<file path="src/rtl/uart_rx.sv">
// 8N1 asynchronous serial receiver: two-flop synchroniser, mid-bit sampling FSM,
// and a one-entry holding register with valid/ready handshake and error flags.
module uart_rx #(
  parameter int unsigned clocks_per_bit = 4
) (
  input  logic       clk,
  input  logic       rst_n,
  input  logic       in_rx,
  input  logic       rx_ready,
  output logic [7:0] out_data,
  output logic       out_valid,
  output logic       out_frame_err,
  output logic       out_overrun,
  output logic       out_busy
);

  localparam int unsigned CNT_W = (clocks_per_bit > 1) ? $clog2(clocks_per_bit) : 1;
  localparam logic [CNT_W-1:0] HALF_RELOAD = CNT_W'(clocks_per_bit / 2 - 1);
  localparam logic [CNT_W-1:0] BIT_RELOAD  = CNT_W'(clocks_per_bit - 1);

  typedef enum logic [2:0] {
    ST_IDLE,
    ST_START,
    ST_DATA,
    ST_STOP,
    ST_BREAK
  } state_e;

  state_e           state_q, state_d;
  logic             s1_q, s1_d;
  logic             s2_q, s2_d;
  logic [CNT_W-1:0] cnt_q, cnt_d;
  logic [2:0]       idx_q, idx_d;
  logic [7:0]       shift_q, shift_d;
  logic [7:0]       data_q, data_d;
  logic             valid_q, valid_d;
  logic             frame_err_q, frame_err_d;
  logic             overrun_q, overrun_d;

  logic rx_s;
  logic byte_done;
  logic consume;

  assign rx_s    = s2_q;
  assign consume = valid_q & rx_ready;

  // NOTE: every output of this block gets a default first, so no path can leave a
  // signal unassigned and infer a latch.
  always_comb begin
    s1_d        = in_rx;
    s2_d        = s1_q;
    state_d     = state_q;
    cnt_d       = cnt_q;
    idx_d       = idx_q;
    shift_d     = shift_q;
    data_d      = data_q;
    valid_d     = valid_q;
    overrun_d   = overrun_q;
    frame_err_d = 1'b0;
    byte_done   = 1'b0;

    unique case (state_q)
      ST_IDLE: begin
        if (!rx_s) begin
          state_d = ST_START;
          cnt_d   = HALF_RELOAD;
        end
      end

      ST_START: begin
        if (cnt_q != '0) begin
          cnt_d = cnt_q - 1'b1;
        end else if (rx_s) begin
          state_d = ST_IDLE;
        end else begin
          state_d = ST_DATA;
          idx_d   = 3'd0;
          cnt_d   = BIT_RELOAD;
        end
      end

      ST_DATA: begin
        if (cnt_q != '0) begin
          cnt_d = cnt_q - 1'b1;
        end else begin
          shift_d = {rx_s, shift_q[7:1]};
          idx_d   = idx_q + 3'd1;
          cnt_d   = BIT_RELOAD;
          if (idx_q == 3'd7) begin
            state_d = ST_STOP;
          end
        end
      end

      ST_STOP: begin
        if (cnt_q != '0) begin
          cnt_d = cnt_q - 1'b1;
        end else if (rx_s) begin
          // Leaving at mid-stop lets a start edge right after a short stop bit be caught.
          byte_done = 1'b1;
          state_d   = ST_IDLE;
        end else begin
          frame_err_d = 1'b1;
          state_d     = ST_BREAK;
        end
      end

      ST_BREAK: begin
        if (rx_s) begin
          state_d = ST_IDLE;
        end
      end

      default: state_d = ST_IDLE;
    endcase

    // Consume first, so a byte landing on the same edge still leaves valid set.
    if (consume) begin
      valid_d   = 1'b0;
      overrun_d = 1'b0;
    end
    if (byte_done) begin
      data_d  = shift_q;
      valid_d = 1'b1;
      if (valid_q && !rx_ready) begin
        overrun_d = 1'b1;
      end
    end
  end

  // NOTE: sequential state uses non-blocking assignments so all flops update together
  // from the values present before the edge.
  always_ff @(posedge clk or negedge rst_n) begin
    if (!rst_n) begin
      s1_q        <= 1'b1;
      s2_q        <= 1'b1;
      state_q     <= ST_IDLE;
      cnt_q       <= '0;
      idx_q       <= '0;
      shift_q     <= '0;
      data_q      <= '0;
      valid_q     <= 1'b0;
      frame_err_q <= 1'b0;
      overrun_q   <= 1'b0;
    end else begin
      s1_q        <= s1_d;
      s2_q        <= s2_d;
      state_q     <= state_d;
      cnt_q       <= cnt_d;
      idx_q       <= idx_d;
      shift_q     <= shift_d;
      data_q      <= data_d;
      valid_q     <= valid_d;
      frame_err_q <= frame_err_d;
      overrun_q   <= overrun_d;
    end
  end

  assign out_data      = data_q;
  assign out_valid     = valid_q;
  assign out_frame_err = frame_err_q;
  assign out_overrun   = overrun_q;
  assign out_busy      = (state_q != ST_IDLE);

endmodule

</file>
<file path="config.mk">
export PLATFORM = sky130hd
export DESIGN_NAME = uart_rx
export DESIGN_NICKNAME = d
export VERILOG_FILES = /design/src/rtl/uart_rx.sv
export SDC_FILE = /design/constraint.sdc
export NUM_CORES = 1
export LEC_CHECK = 0
export BUFFER_PORTS_ARGS = -buffer_cell sky130_fd_sc_hd__buf_2
export CORE_UTILIZATION = 30
export CTS_BUF_LIST = sky130_fd_sc_hd__clkbuf_8 sky130_fd_sc_hd__clkbuf_16
export CTS_CLUSTER_SIZE = 30
export DETAILED_ROUTE_END_ITERATION = 16
export GPL_TIMING_DRIVEN = 0
export PLACE_DENSITY_LB_ADDON = 0.1
export SETUP_SLACK_MARGIN = 0.2
export SLEW_MARGIN = 15
export SYNTH_ARGS = -nofsm -noshare
export SYNTH_HDL_FRONTEND = slang
export SYNTH_SLANG_ARGS = --single-unit
</file>
<file path="constraint.sdc">
create_clock -name clk -period 2.17 [get_ports clk]
set_clock_uncertainty 0.15 [all_clocks]
set_input_delay 0.3255 -clock clk [delete_from_list [all_inputs] [get_ports clk]]
set_output_delay 0.3255 -clock clk [all_outputs]
set_load 0.02 [all_outputs]
</file>
==> results.ini <==
[outcome]
outcome=completed

[logic_synthesis]
synth_nets=103
post_synth_top_area_cell=dfrtp_1
postSynthCellCount=95
top_cells_by_area_synth=dfrtp_1, mux2_4, mux2_2
edff_count_synth=0
synth_area_per_cell_um2=13.7
ys_seq_elements=29
mappedNetlistArea_mm2=0.00130
synth-seq-area-share_pct=56.1
synth_ff_type=dfrtp_1
synth.yosys.warnings=0
post-synth-top-count-cell=dfrtp_1
post_synth_most_frequent_cells=dfrtp_1, mux2_2, mux2_4
synthArstFlopShare_pct=100
netlist-cell-type-count=29
synth_top_area_share_pct=52.0

[placed_design]
dpl-instance-area_mm2=0.00144
pre_cts_slack_ns=0.429
hpwl_um=1480
portBuffers=15
gpl.final_weighted_congestion=0.795

[sta]
fin_ws_ns=0.422
worst_hold_slack_ns=0.111
final-max-slew-violation-count=0
period_share_pct=80.6
fmax_mhz=572
max-slew-margin-rel_pct=55.1
worst_slew_pin_slew_ns=0.673
timing.final.setup_violations=0
post-route-min-period_ns=1.75
report.final.hold_viol_count=0
rsz0062_at_grt=false
setup_tns_ns=0

[setup_path]
critPathCapture=shift_q[6]
timing.reg2reg.setup_slack_ns=0.42
largest_stage_delay_on_the_critical_path_ns=0.39
critical_path.startpoint=cnt_q[0]
worst_setup_path_type=reg2reg
critPathMaxFanout=8
r2r.worst_path.cells=5
worst_r2r_endpoint=shift_q[6]
cp.depth=5
crit_path_start_kind=flop
cp.arrival_ns=1.75
worst_path_max_delay_cell=dfrtp_1
critPathRequiredTime_ns=2.17
critical_path.top_delay_family=flip-flops
worst_r2r_start=cnt_q[0]
critPathBufInv=2
worstPathCellList=inv_1 -> ha_1 -> and3b_1 -> buf_6 -> mux2_4
crit_path_end_kind=flop

[global_route]
antenna_found_initial=0
grt_pass1_wl_um=3570
largest_net_degree_at_the_start_of_global_routing=30
vias_in_the_first_global_route=768
grt-ovfl-total=0
global_route.usage.total_pct=11.1

[power_and_ir_drop]
power.ir.vdd_worst_mv=0.391
switching_share_pct=33.3
p_int_uw=1270
clkPwrFrac_pct=22.8
seq_power_share_pct=40.6
p_leak_uw=0.000790
net_switching_uw=637
p_comb_share_pct=36.6
power.density_cell_area_mw_per_mm2=1240

[cts]
htreeDepth=2
cts_inserted_buffers=5
worst_skew_pair.late_latency_ns=0.27
cts_tree=yes
post-cts-setup-buffers=0
reg_clk_slew_reported_paths_ns=0.06
ctsResizeCount=0
cts-root-buf=clkbuf_8
cts.path.max_buffers=2
clock_sink_count=29
cts_hold_repair.buffers=2

[floorplan]
die_x_um=67.8
top_level_ports=16
core_mm2=0.00409
fp.dieH_um=67.8
rows=23
fp.dieArea_mm2=0.00460
start_util_pct=31.8

[detailed_routing]
routed_via_density=4.62
routed-via-count=786
antenna_violating_nets_post_route=0
route.final.wire_length_um=2230
route.detailed.drc=0
drtPass1Iterations=2
initial_drc_count=7
routedWlPerCell_um=13.1

[flow_run]
maxCapViolCount=0

[layout]
drive_above_1_share_pct=36.7
num-nets-final=127
final_area_mm2=0.00155
flow.area_growth_from_synthesis_pct=19.1
antenna-diode-count=0
finish.utilization_pct=37.8

[hold_path]
worst_hold_path_type=in2reg

[how the worst min path moves through the flow]
stage | start | cells after the start | endpoint
5_1_grt | rx_ready | 2 | out_valid
6_report | rx_ready | 2 | out_valid
3_3_place_gp | s1_q | 0 | rx_s
4_1_cts | rx_ready | 2 | out_valid
3_5_place_dp | s1_q | 0 | rx_s
2_1_floorplan | rst_n | 0 | asynchronous set/reset pin
[cell type report]
cell class,instances,area (um2)
fill,393,2540
sequential,29,728
multi-input combinational,57,520
timing repair buffer,17,95.1
clock buffer,6,82.6
tap,50,62.6
buffer,3,27.5
inverter,6,22.5
clock inverter,2,7.51
[stage by stage]
stage / total power [uW] / instances
3_3_place_gp: 1470 / 160
5_1_grt: 2040 / 170
2_1_floorplan: 1320 / 95
4_1_cts: 1940 / 170
3_5_place_dp: 1490 / 160
6_report: 1910 / 170
[power by group through the flow]
stage / Clock, uW / Combinational, uW / Sequential, uW
after detailed placement: 0 / 699 / 787
after global routing: 483 / 763 / 796
after CTS: 453 / 706 / 778
after floorplan: 0 / 510 / 807
after global placement: 0 / 688 / 782
final: 435 / 700 / 776
[kinds of logic (layout without fill, tap and decap cells)]
logic type                 Yosys count  after routing  synth area share, %
adders and majority gates            4              4                 3.85
AOI/OAI and AO/OA                   16             16                 9.06
and+or+nand+nor                     19             19                 9.44
buffers and inverters                9             34                 3.85
DFF                                 29             29                 56.1
muxes                               18             18                 17.7
[routing by layer]
metal	vias up	track usage (%)	share of wire (%)
li1	382	-	-
met1	390	14.5	51
met2	12	15.6	44
met3	2	4.56	3.2
met4	0	5.47	0.81
met5	-	0	0
[flip-flops by register name, summed over array words and instances (netlist names), named ones only]
signal,count
idx_q,3
rx_s,1
out_data,8
s1_q,1
cnt_q,2
out_valid,1
out_frame_err,1
shift_q,8
state_q,3
[cell usage in the layout (no fill, tap or decap), types with 2 or more instances in the layout]
cell type,instances
mux2_4,8
dlygate4sd3_1,2
a21oi_1,3
buf_6,2
o21ai_0,3
dfstp_2,2
a22o_1,2
mux2i_1,2
clkbuf_8,6
nor2b_1,2
inv_1,8
mux2_2,8
o22a_1,2
nand2_1,4
buf_2,16
nor2_1,5
a32oi_1,2
ha_1,4
dfrtp_1,27
Note: power is estimated with default switching activity, not from simulation.
